### src/rtl/cc_encoder.sv
// cc_encoder: MIDI Control Change transmitter. Sends one 3-byte CC message
// (status, controller, value) whenever a tracked synth parameter changes.
`default_nettype none

module cc_encoder #(
    parameter logic [3:0] CHANNEL = 4'd0
) (
    input  logic       clk,
    input  logic       rst,
    input  logic [6:0] wtb_num,
    input  logic [6:0] wfm_num,
    input  logic       wtb_load_req,
    input  logic [6:0] adsr_a,
    input  logic [6:0] adsr_d,
    input  logic [6:0] adsr_s,
    input  logic [6:0] adsr_r,
    output logic [7:0] tx_data,
    output logic       tx_valid,
    input  logic       tx_ready,
    output logic       busy
);

    typedef enum logic [1:0] {S_IDLE, S_STATUS, S_NUM, S_VAL} state_t;

    localparam logic [7:0] STATUS_BYTE = {4'hB, CHANNEL};

    state_t     state_q, state_d;
    logic [2:0] rr_q, rr_d;
    logic       load_pend_q, load_pend_d;
    logic [6:0] msg_num_q, msg_num_d;
    logic [6:0] msg_val_q, msg_val_d;
    logic [6:0] shadow_q [1:6];
    logic [6:0] shadow_d [1:6];
    logic       tx_valid_q, tx_valid_d;
    logic [7:0] tx_data_q, tx_data_d;

    logic [6:0] src_val [7];
    logic [6:0] cc_num  [7];
    logic [6:0] pending;
    logic       found;
    logic [2:0] sel;
    logic [3:0] idx;

    // Index 0 is the wavetable-load request; its value byte is always zero.
    always_comb begin
        src_val[0] = 7'd0;     cc_num[0] = 7'd112;
        src_val[1] = wtb_num;  cc_num[1] = 7'd110;
        src_val[2] = wfm_num;  cc_num[2] = 7'd111;
        src_val[3] = adsr_a;   cc_num[3] = 7'd73;
        src_val[4] = adsr_d;   cc_num[4] = 7'd75;
        src_val[5] = adsr_s;   cc_num[5] = 7'd64;
        src_val[6] = adsr_r;   cc_num[6] = 7'd72;
        pending[0] = load_pend_q;
        for (int i = 1; i < 7; i++) begin
            pending[i] = (src_val[i] != shadow_q[i]);
        end
    end

    always_comb begin
        found = 1'b0;
        sel   = 3'd0;
        idx   = 4'd0;
        for (int k = 0; k < 7; k++) begin
            idx = {1'b0, rr_q} + 4'(k);
            if (idx >= 4'd7) idx = idx - 4'd7;
            if (!found && pending[idx[2:0]]) begin
                found = 1'b1;
                sel   = idx[2:0];
            end
        end
    end

    always_comb begin
        state_d     = state_q;
        rr_d        = rr_q;
        load_pend_d = load_pend_q;
        msg_num_d   = msg_num_q;
        msg_val_d   = msg_val_q;
        tx_valid_d  = tx_valid_q;
        tx_data_d   = tx_data_q;
        for (int i = 1; i < 7; i++) shadow_d[i] = shadow_q[i];

        case (state_q)
            S_IDLE: begin
                if (found) begin
                    msg_num_d  = cc_num[sel];
                    msg_val_d  = src_val[sel];
                    if (sel == 3'd0) load_pend_d = 1'b0;
                    for (int i = 1; i < 7; i++) begin
                        if (sel == 3'(i)) shadow_d[i] = src_val[i];
                    end
                    rr_d       = (sel == 3'd6) ? 3'd0 : sel + 3'd1;
                    state_d    = S_STATUS;
                    tx_valid_d = 1'b1;
                    tx_data_d  = STATUS_BYTE;
                end
            end
            S_STATUS: begin
                if (tx_valid_q && tx_ready) begin
                    state_d   = S_NUM;
                    tx_data_d = {1'b0, msg_num_q};
                end
            end
            S_NUM: begin
                if (tx_valid_q && tx_ready) begin
                    state_d   = S_VAL;
                    tx_data_d = {1'b0, msg_val_q};
                end
            end
            default: begin
                if (tx_valid_q && tx_ready) begin
                    state_d    = S_IDLE;
                    tx_valid_d = 1'b0;
                    tx_data_d  = 8'd0;
                end
            end
        endcase

        // A request arriving in the same cycle as a load capture must not be lost.
        if (wtb_load_req) load_pend_d = 1'b1;
    end

    always_ff @(posedge clk or negedge rst) begin
        if (!rst) begin
            state_q     <= S_IDLE;
            rr_q        <= 3'd0;
            load_pend_q <= 1'b0;
            msg_num_q   <= 7'd0;
            msg_val_q   <= 7'd0;
            tx_valid_q  <= 1'b0;
            tx_data_q   <= 8'd0;
            for (int i = 1; i < 7; i++) shadow_q[i] <= 7'd0;
            shadow_q[5] <= 7'd127;
        end else begin
            state_q     <= state_d;
            rr_q        <= rr_d;
            load_pend_q <= load_pend_d;
            msg_num_q   <= msg_num_d;
            msg_val_q   <= msg_val_d;
            tx_valid_q  <= tx_valid_d;
            tx_data_q   <= tx_data_d;
            for (int i = 1; i < 7; i++) shadow_q[i] <= shadow_d[i];
        end
    end

    assign tx_valid = tx_valid_q;
    assign tx_data  = tx_data_q;
    assign busy     = (state_q != S_IDLE);

endmodule

`default_nettype wire

### config.mk
export PLATFORM = sky130hd
export DESIGN_NAME = cc_encoder
export DESIGN_NICKNAME = d
export VERILOG_FILES = /design/src/rtl/cc_encoder.sv
export SDC_FILE = /design/constraint.sdc
export NUM_CORES = 1
export LEC_CHECK = 0
export BUFFER_PORTS_ARGS = -buffer_cell sky130_fd_sc_hd__buf_4
export CAP_MARGIN = 20
export CORE_ASPECT_RATIO = 1.1
export CORE_UTILIZATION = 30
export DETAILED_ROUTE_END_ITERATION = 12
export PLACE_DENSITY = 0.54
export SYNTH_ARGS = -nofsm -noshare
export SYNTH_HDL_FRONTEND = slang
export SYNTH_SLANG_ARGS = --single-unit
### constraint.sdc
create_clock -name clk -period 13.2 [get_ports clk]
set_input_delay 0.66 -clock clk [delete_from_list [all_inputs] [get_ports clk]]
set_output_delay 0.66 -clock clk [all_outputs]
set_load 0.005 [all_outputs]
=== Word level (Yosys, flattened, before mapping) ===
Memory sizes are Yosys's and may differ from the RTL's. A register that Yosys moved wholly into a read port is not among the register bits.
Cells that the tools add are included.
Widths: inputs -> output; s select.

* Flip-flop bits (word level): 64
* ROM bits: 56
* Logic and storage cells: 149
* Memories: 1

{| class="wikitable"
|+ Memories
! memory !! words !! bits a word !! rd ports !! clocked after memory_dff !! write ports !! RTL line !! RTL
|-
| (name not given) || 8 || 7 || 1 || 1 || 0 || 86 || <nowiki>msg_num_d = cc_num[sel];</nowiki>
|}

* $add $sub $neg: 14
* Magnitude comparators: 15
* Equality and inequality tests: 17
* Muxes and demuxes: 56
* Bitwise operators: 2
* Reductions and logical operators: 32

{| class="wikitable"
|+ Operator list
! operator !! count
|-
| $mux 3 || 15
|-
| $ne 7x7->1 || 6
|-
| $mux 8 || 4
|-
| $lt 3x4->1 const B || 7
|-
| $ge 4x3->1 const B || 6
|-
| $pmux 8 s3 || 1
|-
| $reduce_and 3->1 || 8
|-
| $bmux 1 s3 || 7
|-
| $bmux 7 s3 || 1
|-
| $sub 3x3->3 const B || 7
|-
| $mux 1 || 20
|-
| $mux 7 || 2
|-
| $add 3x3->4 const B || 3
|-
| $reduce_bool 2->1 || 5
|-
| $eq 3x3->1 const B || 3
|-
| $add 3x2->4 const B || 2
|-
| $mux 2 || 4
|-
| $logic_and 1x1->1 || 7
|-
| $logic_not 1->1 || 7
|-
| $eq 3x2->1 const B || 2
|-
| $ne 2x2->1 const B || 3
|-
| $pmux 2 s3 || 1
|-
| $add 3x1->4 const B || 1
|-
| $ge 4x4->1 const B || 1
|-
| other kinds (13) || 13
|}

=== Depth between registers and ports, before layout ===
Gate-level depths: netlist of run 1.

* Depth after elaboration: 28
* Depth in mapped cells: 21
* Depth with buffers taken out: 17

=== Worst setup path after synthesis of run 1 ===
No wires, ideal clock.

* Kind: flip-flop to flip-flop
* From: register rr_q[1]
* To: register shadow_q[21] (netlist name)
* Setup time: 125 ps
* Arrival: 4555 ps
* Required time: 13075 ps
* Slack: 8520 ps
* Stages on the path, launching flop included: 20
* Cells stage by stage: dfrtp_1 > buf_2 > inv_1 > ha_1 > inv_1 > fa_1 > clkbuf_1 > nor3_1 > o21ai_0 > o221a_2 > nor3b_1 > nor3_1 > o22a_1 > a211oi_1 > clkbuf_1 > inv_1 > ha_1 > ha_1 > nand2_1 > mux2_2

* Longest elaborated chain between the ends: 25
* Elaborated cells between the ends (all ways): 69
* Classes of those cells: add/sub (13); order compare (7); eq/ne (1); mux (35); reduce/logical (13)

{| class="wikitable"
|+ Ends and longest elaborated chain
! item !! RTL line !! RTL
|-
| from (decl) || 28 || <nowiki>logic [2:0] rr_q, rr_d;</nowiki>
|-
| from (signal assigned) || 136 || <nowiki>rr_q <= rr_d;</nowiki>
|-
| parallel branches: the longest is 24 deep, another holds $add 3x1->4 || - ||
|-
| $reduce_and 3->1 (no source line) * || - ||
|-
| to (decl) || 32 || <nowiki>logic [6:0] shadow_q [1:6];</nowiki>
|}

Every way passes the cells marked *. The select of a mux whose other input is x is not followed.
A chain may end at the register's enable or synchronous reset.

=== Final worst setup path of run 1 ===
* From: register rr_q[0]
* To: register shadow_q[41] (netlist name)

* Longest elaborated chain between the ends: 25
* Elaborated cells between the ends (all ways): 69
* Classes of those cells: add/sub (13); order compare (7); eq/ne (1); mux (35); reduce/logical (13)

{| class="wikitable"
|+ Ends and longest elaborated chain
! item
|-
| parallel branches: the longest is 24 deep, another holds $add 3x1->4
|-
| $reduce_and 3->1 (no source line) *
|}

Marked as above.

==> results of run 1 <==
state kept, by name, summed over array words and instances, names as in the netlist:
signal,flops
shadow_q,42
tx_data,8
msg_num_q,7
msg_val_q,7
rr_q,3
state_q,2
load_pend_q,1
tx_valid,1
cell usage after synthesis (4+ instances only):
master,instances,area [um2]
nand4_1,10,62.6
o22ai_1,6,37.5
nand3b_1,5,37.5
mux2_1,14,158
nor2b_1,4,25.0
inv_1,16,60.1
dfrtp_1,64,1600
o2bb2ai_1,8,70.1
nand2_1,25,93.8
o21ai_1,4,20.0
nand2b_1,4,25.0
nor3_1,6,30.0
o21ai_0,25,125
mux2_2,43,484
buf_4,4,30.0
o211ai_1,14,105
dfstp_2,7,184
clkbuf_1,12,45.0
a211oi_1,10,75.1
nor2_1,39,146
a22oi_1,6,45.0
a221o_1,7,70.1
a31oi_1,7,43.8
xnor2_1,48,420
mux2i_1,21,210
a21oi_1,17,85.1
ha_1,23,288
a221oi_1,4,35.0
nand3_1,10,50.1
area by class of cell:
| type | instances | area share (%) |
|---|---|---|
| Clock buffer | 15 | 4.53 |
| Clock inverter | 1 | 0.0817 |
| Inverter | 19 | 1.16 |
| Multi-Input combinational cell | 416 | 53.3 |
| Sequential cell | 71 | 29.1 |
| Tap cell | 234 | 4.78 |
| Timing Repair Buffer | 57 | 6.98 |
stage by stage:
| stage | setup slack, ps | total power, mW | cells | instance area (um2) |
|---|---|---|---|---|
| after floorplan | 8520 | 0.231 | 526 | 5210 |
| after global placement | 7810 | 0.254 | 797 | 5850 |
| after detailed placement | 7660 | 0.254 | 797 | 5850 |
| after CTS | 7650 | 0.486 | 813 | 6130 |
| after global routing | 7120 | 0.496 | 813 | 6130 |
| final | 7540 | 0.479 | 813 | 6130 |
metal layers:
layer,routed length [um],global-route usage [%]
met2,7810,30.9
met3,569,2.10
met5,0,0
met1,6050,19.5
met4,331,6.38
how the worst min path moves through the flow:
stage | from | end | slack [ps] | cells past startpoint
CTS | msg_num_q[4]$_DFFE_PN0P_ | msg_num_q[4]$_DFFE_PN0P_ | 470 | 2
global placement | msg_num_q[4]$_DFFE_PN0P_ | msg_num_q[4]$_DFFE_PN0P_ | 460 | 2
detailed placement | msg_num_q[4]$_DFFE_PN0P_ | msg_num_q[4]$_DFFE_PN0P_ | 460 | 2
floorplan | rst | load_pend_q$_DFFE_PN0P_ | 360 | 0
finish | rst | load_pend_q$_DFFE_PN0P_ | 450 | 1
global route | msg_num_q[4]$_DFFE_PN0P_ | msg_num_q[4]$_DFFE_PN0P_ | 490 | 2
logic make-up after synthesis:
group	after synthesis	synth area share [%]
AOI/OAI and AO/OA	138	19.2
xor gates and xnor gates	50	8.55
adders and majority gates	24	5.91
buffers and inverters	39	3.17
DFF	71	34.3
muxes	79	16.8
and+or+nand+nor	125	12.2
power groups by stage:
stage | sequential (mW) | clock, mW | combinational [mW]
after floorplan | 0.222 | 0 | 0.00928
after global placement | 0.222 | 0 | 0.0323
after detailed placement | 0.222 | 0 | 0.0325
after CTS | 0.218 | 0.236 | 0.0327
after global routing | 0.218 | 0.243 | 0.0351
final | 0.218 | 0.229 | 0.0319
==> metrics.md, run 1 <==
| Metric | Value |
|---|---|
| Status | `completed` |
| Post-CTS Setup Inserts | `0` |
| Avg Inst Size Synth | `between 9 and 10 um2` |
| Peak VDD IR | `about 58 uV` |
| Clk network pwr share | `a little under half` |
| Seq/Total Area, Yosys | `between 30% and 40%` |
| Total CTS buffers | `9` |
| Crit path to | `shadow_q[41]$_DFFE_PN0P_` |
| Fillcell total | `between 1.5k and 2k` |
| RSZ-0062 raised after global routing | `no` |
| Ys Warns | `0` |
| Final hold viol count | `0` |
| Post-synth net total | `slightly below 600` |
| WL per Instance | `between 15 and 20 um` |
| CTS tree | `yes` |
| Fmax | `roughly 0.18 GHz` |
| Flops & latches, synth | `slightly above 70` |
| Dpl hpwl | `approximately 12 mm` |
| Pwr Density | `around 78 mW/mm2` |
| Top FF cell, synth | `dfrtp_1` |
| DRT Pass-1 Iters | `5` |
| Vias in the first global route | `between 4k and 5k` |
| IO Port Bufs | `55` |
| Setup-failing EPs final | `0` |
| Num rows | `50` |
| Die ar. | `about 0.018 mm2` |
| Die width | `128 um` |
| Critical-path cell list | `inv_2, ha_1, inv_2, o32ai_1, nand2_1, o22ai_1, o31ai_4, nand4_1, nand4bb_1, nand2_1, nor2b_1, and2_1, mux2_1` |
| 1st-iter DRT viols | `around 220` |
| Layout cells sized above 1 | `approximately a quarter` |
| Hold Slack | `about 450 ps` |
| P_sw | `~0.10 mW` |
| Sink Count | `between 70 and 80` |
| Tightest Pin Transition | `908 ps` |
| N_diodes | `0` |
| Switching Fraction | `a little over a fifth` |
| Slew Viols, Final | `0` |
| Crit path max fanout | `27` |
| Grt ovf | `0` |
| Core area | `about 0.017 mm2` |
| Netlist Area Pre-Place | `roughly 0.0052 mm2` |
| Unique masters post-synth | `71` |
| Largest net degree at the start of global routing | `slightly above 70` |
| Asr flop ratio synth | `100%` |
| IO Count | `between 50 and 60` |
| Most common cell after layout, fill and taps aside | `dfrtp_1` |
| Die height | `around 140 um` |
| RR Endpoint | `shadow_q[41]$_DFFE_PN0P_` |
| Area Growth Syn to Fin | `17.6%` |
| R2r startpoint | `rr_q[0]$_DFFE_PN0P_` |
| First-pass GRT wire length | `around 23 mm` |
| R2R setup slack | `~7500 ps` |
| CP bufs+invs | `2` |
| Post-synth EDFFs | `0` |
| Clk buf depth | `2` |
| # resized after CTS | `0` |
| Leak | `2.60 nW` |
| Worst hold path type | `primary input to async pin` |
| Setup TNS | `0 ps` |
| Critical path depth | `13` |
| Final period util | `roughly 43%` |
| Area occupied by multi-input gates | `roughly 0.0033 mm2` |
| CP peak stage delay | `a little over 900 ps` |
| Worst EP arrival | `about 5900 ps` |
| Setup CP Type | `register to register` |
| Worst EP required | `between 10000 and 15000 ps` |
| Comb power frac | `under 10%` |
| Hold buffers post-CTS | `0` |
| Initial antenna violation count | `0` |
| WL final | `14.8 mm` |
| Most frequent cells in the layout | `dfrtp_1, buf_4, xnor2_1` |
| Slowest-stage cell, CP | `dfrtp_1` |
| Crit. Startpoint | `rr_q[0]$_DFFE_PN0P_` |
| Via density | `around 5.4` |
| Final worst path period need | `~5700 ps` |
| Slew margin rel. | `approximately 39%` |
| Power share of the sequential group | `a little under half` |
| H-Tree Depth | `3` |
| Total track usage | `~17%` |
| DRC viols | `0` |
| Routability cong. | `roughly 0.9` |
| Clk_lat worst skew | `330 ps` |
| CP Launch Type | `register` |
| Worst-path clk slew | `60 ps` |
| Register area | `approximately 0.0018 mm2` |
| Endpoint class of the critical path | `register` |
| Total Nets Final | `644` |
| Remaining antenna violation count | `0` |
| Starting Density | `30.6%` |
| Delay-heaviest family, CP | `simple AND/OR/NAND/NOR gates` |
| # Max-Cap Violations | `0` |
| Total vias in the final route | `between 4k and 5k` |
| Int Pwr | `0.375 mW` |
| R2r worst-path depth | `13` |
| Cells after synthesis | `roughly 530` |
| Layout Utilization | `36.0%` |
| Clock skew | `8.00 ps` |
| CTS root buf | `clkbuf_16` |
Power figures use the tool's default switching activity.
==> inputs of run 2 (changes only) <==
==> constraint.sdc (replaced) <==
create_clock -name clk -period 5.3 [get_ports clk]
set_input_delay 0.265 -clock clk [delete_from_list [all_inputs] [get_ports clk]]
set_output_delay 0.265 -clock clk [all_outputs]
set_load 0.005 [all_outputs]
==> run 2 against run 1 <==
Net effect: die area stayed put; utilization grew 0.67 points; highest routed layer unchanged; the flow now finishes with violations (design-rule violations); count of clock-buffer cells in the layout down 5.
==> metrics.md, run 2 (synthesized netlist as in run 1, its figures left out) <==
| Metric | Value |
|---|---|
| Place WS | `437 ps (-7220 ps)` |
| Crit path max fanout | `12 (-56%)` |
| Worst hold path type | `primary input to async pin` |
| WL final | `15.2 mm (+3.2%)` |
| IO Port Bufs | `55 (unchanged)` |
| Most frequent cells in the layout | `buf_4, dfrtp_1, xnor2_1` |
| Hold buffers post-CTS | `0 (unchanged)` |
| Post-CTS Setup Inserts | `0 (unchanged)` |
| Peak VDD IR | `146 uV (+150%)` |
| CP Launch Type | `register` |
| P_sw | `0.290 mW (+180%)` |
| Die ar. | `0.0179 mm2 (unchanged)` |
| Power share of the sequential group | `43.5% (-2.0 points)` |
| Final period util | `90.6% (+48 points)` |
| Max reg flops | `42 (unchanged)` |
| Most common cell after layout, fill and taps aside | `buf_4` |
| Total Nets Final | `655 (+1.7%)` |
| Largest reg by FF count | `shadow_q` |
| Core area | `0.0170 mm2 (unchanged)` |
| CTS root buf | `clkbuf_16` |
| Slew Viols, Final | `0 (unchanged)` |
| Pwr Density | `200 mW/mm2 (+160%)` |
| Int Pwr | `0.958 mW (+160%)` |
| Final hold viol count | `0 (unchanged)` |
| Clk_lat worst skew | `330 ps (about the same)` |
| Fmax | `0.208 GHz (+18%)` |
| Routability cong. | `0.899 (-2.2%)` |
| 1st-iter DRT viols | `255 (+17%)` |
| Die height | `140 um (unchanged)` |
| Switching Fraction | `23.2% (+1.5 points)` |
| Slew margin rel. | `36.0% (-3.5 points)` |
| DRT Pass-1 Iters | `9 (+4)` |
| Area Growth Syn to Fin | `19.8%` |
| WL per Instance | `18.5 um (+1.9%)` |
| Status | `finished with violations` |
| Clk network pwr share | `50.0% (+2.2 points)` |
| Worst EP required | `5510 ps (-7890 ps)` |
| Grt ovf | `0 (unchanged)` |
| Num rows | `50 (unchanged)` |
| Die width | `128 um (unchanged)` |
| # Max-Cap Violations | `0 (unchanged)` |
| Setup-failing EPs final | `0 (unchanged)` |
| Tightest Pin Transition | `960 ps (+52.3 ps)` |
| Starting Density | `30.6% (unchanged)` |
| Largest net degree at the start of global routing | `72 (unchanged)` |
| Setup ws final | `497 ps (-7050 ps)` |
| Sink Count | `71 (unchanged)` |
| RSZ-0062 raised after global routing | `no` |
| Vias in the first global route | `4629 (+8.2%)` |
| Total track usage | `17.9% (+1.2 points)` |
| Clock skew | `5.76 ps (-2.24 ps)` |
| Total vias in the final route | `4433 (+1.4%)` |
| IO Count | `56 (unchanged)` |
| H-Tree Depth | `3 (unchanged)` |
| Layout cells sized above 1 | `25.6% (+1.9 points)` |
| Setup CP Type | `register to register` |
| DRC viols | `1 (+1)` |
| Clk buf depth | `2 (unchanged)` |
| Final worst path period need | `4800 ps (-855 ps)` |
| First-pass GRT wire length | `24.9 mm (+7.6%)` |
| Comb power frac | `6.5% (-0.2 points)` |
| Leak | `2.66 nW (+2.2%)` |
| CTS tree | `yes` |
| Via density | `5.38 (about the same)` |
| Total CTS buffers | `9 (unchanged)` |
| Remaining antenna violation count | `0 (unchanged)` |
| Initial antenna violation count | `0 (unchanged)` |
| Dpl hpwl | `11.9 mm (+3.1%)` |
| Endpoint class of the critical path | `register` |
| Violated checks | `design-rule violations` |
| N_diodes | `0 (unchanged)` |
| Setup TNS | `0 ps (unchanged)` |
| Worst EP arrival | `5010 ps (-850 ps)` |
| Worst-path clk slew | `60 ps (about the same)` |
run 2: changes by cell type in the layout (fill, tap and decap cells not counted), moves of 2 or more:
cell,delta
clkbuf_8,-2
clkinvlp_4,+2
buf_4,+11
clkbuf_1,-3
run 2: critical path, cell delays in order, from the launching register on:
cell and delay, ps:
dfrtp_1 370, inv_1 290, ha_1 240, inv_1 50, fa_1 550, and3_1 290, o21ai_0 170, o221a_2 230
nor3b_1 450, nand4_1 320, a211oi_1 460, a21oi_4 170, inv_1 140, ha_1 210, and2_1 360, mux2_1 380
run 2: layout make-up:
| cell class | count | area [um2] |
|---|---|---|
| tap | 234 | 293 |
| inverter | 19 | 71.3 |
| sequential | 71 | 1790 |
| clock buffer | 10 | 239 |
| timing repair buffer | 68 | 510 |
| multi-input combinational | 416 | 3280 |
| fill | 1769 | 10800 |
| clock inverter | 6 | 67.6 |
run 2: what timing repair did:
| item | 4_1_cts | 5_1_grt |
|---|---|---|
| resized for setup | 0 | 1 |
| endpoints found under the hold margin | 0 | 0 |
| setup endpoints to repair | 0 | 15 |
run 2: power groups by stage:
stage	Clock, mW	Combinational [mW]	Sequential (mW)
2_1_floorplan	0	0.0231	0.552
3_3_place_gp	0	0.0816	0.552
3_5_place_dp	0	0.0821	0.552
4_1_cts	0.644	0.0825	0.542
5_1_grt	0.667	0.0888	0.542
6_report	0.624	0.0811	0.542
run 2: path summary, 6_finish.rpt:
kind                                     startpoint                        to  slack [ps]  depth (start not counted)
setup / recovery                rr_q[1]$_DFFE_PN0P_  shadow_q[36]$_DFFE_PN0P_         500                         15
hold / removal                                  rst      tx_valid$_DFFE_PN0P_          60                          1
setup reg to reg                rr_q[1]$_DFFE_PN0P_  shadow_q[36]$_DFFE_PN0P_         500                         15
hold reg to reg            msg_num_q[4]$_DFFE_PN0P_  msg_num_q[4]$_DFFE_PN0P_         470                          2
max in group asynchronous                       rst       rr_q[1]$_DFFE_PN0P_        4590                          1
min in group clk                       wtb_load_req   load_pend_q$_DFFE_PN0P_         110                          2
run 2: stage by stage:
stage               cell area (um2)  hold slack (ps)  total power [mW]  util [%]  cells
global route                   6240              103              1.30      36.7    824
finish                         6240             61.2              1.25      36.7    824
CTS                            6230             94.6              1.27      36.6    824
global placement               5930              446             0.634      34.8    808
floorplan                      5210            -30.6             0.575         -    526
detailed placement             5930              449             0.634      34.8    808
run 2: per-layer routing:
layer	track usage (%)	wire, um	up-vias
met4	10.2	653	0
met3	2.64	619	36
li1	-	-	2076
met5	0	0	-
met2	30.0	7450	133
met1	22.0	6510	2188
==> inputs of run 3 (changes only) <==
--- a/config.mk
+++ b/config.mk
@@ -11,6 +11,7 @@
 export CORE_UTILIZATION = 30
 export DETAILED_ROUTE_END_ITERATION = 12
 export PLACE_DENSITY = 0.54
+export RECOVER_POWER = 25
 export SYNTH_ARGS = -nofsm -noshare
 export SYNTH_HDL_FRONTEND = slang
 export SYNTH_SLANG_ARGS = --single-unit
==> run 3 against run 2 <==
Net effect: the run ends with design-rule violations, max-capacitance violations, max-slew violations left; critical path depth unchanged; fmax about the same; wire length about the same; global-route usage stayed put; cell area barely moved; sequential cell count stayed put; total power barely moved; non-clock buffer count unchanged; critical path type unchanged; critical endpoint unchanged; largest power group unchanged.
==> metrics.md, run 3 (synthesized netlist as in run 1, its figures left out) <==
| Metric | Value |
|---|---|
| Status | `finished with violations` |
| Violated checks | `design-rule violations, max-capacitance violations, max-slew violations` |
| Critical-path cell list | `inv_1, ha_1, inv_1, fa_1, and3_1, o21ai_0, o221a_2, nor3b_1, nand4_1, a211oi_1, a21oi_4, inv_1, ha_1, and2_1, mux2_1` |
| Post-CTS Setup Inserts | `0 (unchanged)` |
| Post-DP Area | `0.00593 mm2 (unchanged)` |
| Largest reg by FF count | `shadow_q` |
| Final worst path period need | `4800 ps (+0.165 ps)` |
| Worst hold path type | `primary input to register` |
| Remaining antenna violation count | `0 (unchanged)` |
| Gr busiest metal | `met2` |
| Total track usage | `17.9% (unchanged)` |
| Pwr Density | `200 mW/mm2 (about the same)` |
| WL final | `15.2 mm (about the same)` |
| Slew margin rel. | `-167% (-200 points)` |
| Slowest-stage cell, CP | `fa_1` |
| DRC viols | `1 (unchanged)` |
| Met3 usage | `2.64% (unchanged)` |
| Core area | `0.0170 mm2 (unchanged)` |
| Starting Density | `30.6% (unchanged)` |
| Peak VDD IR | `146 uV (about the same)` |
| Most frequent cells in the layout | `buf_4, dfrtp_1, xnor2_1` |
| Setup-failing EPs final | `0 (unchanged)` |
| Die ar. | `0.0179 mm2 (unchanged)` |
| Hold Slack | `109 ps (+47.5 ps)` |
| Final hold viol count | `0 (unchanged)` |
| IO Count | `56 (unchanged)` |
| Setup TNS | `0 ps (unchanged)` |
| WL per Instance | `18.5 um (about the same)` |
| Worst-path clk slew | `60 ps (about the same)` |
| # Max-Cap Violations | `1 (+1)` |
| Routability cong. | `0.899 (unchanged)` |
| Max reg flops | `42 (unchanged)` |
| Fillcell total | `1770 (+0.057%)` |
| Most common cell after layout, fill and taps aside | `buf_4` |
| Endpoint class of the critical path | `register` |
| Sink Count | `71 (unchanged)` |
| Crit path max fanout | `12 (unchanged)` |
| Worst EP arrival | `5010 ps (about the same)` |
| Slew Viols, Final | `72 (+72)` |
| CTS root buf | `clkbuf_16` |
| Clock skew | `5.74 ps (-0.0177 ps)` |
| # resized after CTS | `0 (unchanged)` |
| Worst EP required | `5510 ps (about the same)` |
| R2r startpoint | `rr_q[1]$_DFFE_PN0P_` |
| First-pass GRT wire length | `24.9 mm (unchanged)` |
| Leak | `2.65 nW (-0.14%)` |
| GR Layer Usage met2 | `30.0% (unchanged)` |
| Grt ovf | `0 (unchanged)` |
| Die width | `128 um (unchanged)` |
| Layout cells sized above 1 | `25.4% (-0.17 points)` |
| RSZ-0062 raised after global routing | `no` |
| Tightest Pin Transition | `4010 ps (+3050 ps)` |
| DRT Pass-1 Iters | `9 (unchanged)` |
| CTS tree | `yes` |
| Total power | `1.25 mW (about the same)` |
| Initial antenna violation count | `0 (unchanged)` |
| Clk buf depth | `2 (unchanged)` |
| Vias in the first global route | `4629 (unchanged)` |
| Largest net degree at the start of global routing | `72 (unchanged)` |
| Setup CP Type | `register to register` |
| H-Tree Depth | `3 (unchanged)` |
| Total vias in the final route | `4424 (-0.20%)` |
| Total Nets Final | `655 (unchanged)` |
| Hold buffers post-CTS | `0 (unchanged)` |
| CP peak stage delay | `550 ps (about the same)` |
| Die height | `140 um (unchanged)` |
| CP Launch Type | `register` |
| Critical path's most frequent cell | `inv_1` |
| Post-route design area | `0.00624 mm2 (about the same)` |
| 1st-iter DRT viols | `255 (unchanged)` |
| Via density | `5.37 (-0.20%)` |
| Area Growth Syn to Fin | `19.7% (about the same)` |
| Fmax | `0.208 GHz (about the same)` |
| IO Port Bufs | `55 (unchanged)` |
| Num rows | `50 (unchanged)` |
| Final period util | `90.6% (about the same)` |
| Hold path start | `wtb_load_req` |
| Crit. Startpoint | `rr_q[1]$_DFFE_PN0P_` |
| Dpl hpwl | `11.9 mm (unchanged)` |
| N_diodes | `0 (unchanged)` |
| Total CTS buffers | `9 (unchanged)` |
| Clk_lat worst skew | `330 ps (about the same)` |
| Met1 Resource Use GR | `22.0% (unchanged)` |
==> run 3: changes by cell type in the layout (fill, tap and decap cells not counted) <==
cell / previous run / this run
clkbuf_1: 0 / 1
buf_4: 68 / 67
==> run 3: final timing paths <==
| check | endpoint | slack (ps) | cells after the start |
|---|---|---|---|
| worst max-delay path | shadow_q[36]$_DFFE_PN0P_ | 500 | 15 |
| worst min-delay path | load_pend_q$_DFFE_PN0P_ | 110 | 2 |
| worst max register to register | shadow_q[36]$_DFFE_PN0P_ | 500 | 15 |
| worst min register to register | msg_num_q[4]$_DFFE_PN0P_ | 470 | 2 |
| max in group asynchronous | rr_q[1]$_DFFE_PN0P_ | 1700 | 1 |
| min in group asynchronous | tx_data[1]$_DFFE_PN0P_ | 1320 | 1 |
==> run 3: final cells by class <==
cell class / instances / area [um2] / share of cell area [%]
multi-input combinational: 416 / 3280 / 52.5
sequential: 71 / 1790 / 28.6
timing repair buffer: 68 / 507 / 8.12
tap: 234 / 293 / 4.69
clock buffer: 10 / 239 / 3.83
inverter: 19 / 71.3 / 1.14
clock inverter: 6 / 67.6 / 1.08
==> run 3: where the power goes <==
part,internal [mW],switching (mW)
registers,0.542,0.0000000000000000690
clock network,0.379,0.245
logic,0.0361,0.0447
==> run 3: stage by stage <==
| stage | cells | setup slack [ps] | utilization (%) |
|---|---|---|---|
| finish | 824 | 497 | 36.7 |
| global route | 824 | 115 | 36.7 |
| CTS | 824 | 419 | 36.6 |
| detailed placement | 808 | 437 | 34.8 |
| global placement | 808 | 645 | 34.8 |
| floorplan | 526 | 620 | - |
==> run 3: metal layers <==
metal	part of all wire, %	wire length [um]	vias to the layer above
li1	-	-	2076
met1	43	6500	2176
met2	49	7450	138
met3	4.2	641	34
met4	4.3	651	0
met5	0	0	-
==> run 3: critical path: cells and delay by family, from the launching register on <==
kind,cells,cell delay (ps)
muxes,1,380
and+or+nand+nor,4,1420
AOI/OAI and AO/OA,4,1030
buffers and inverters,3,480
adders and majority gates,3,1000
DFF,1,370
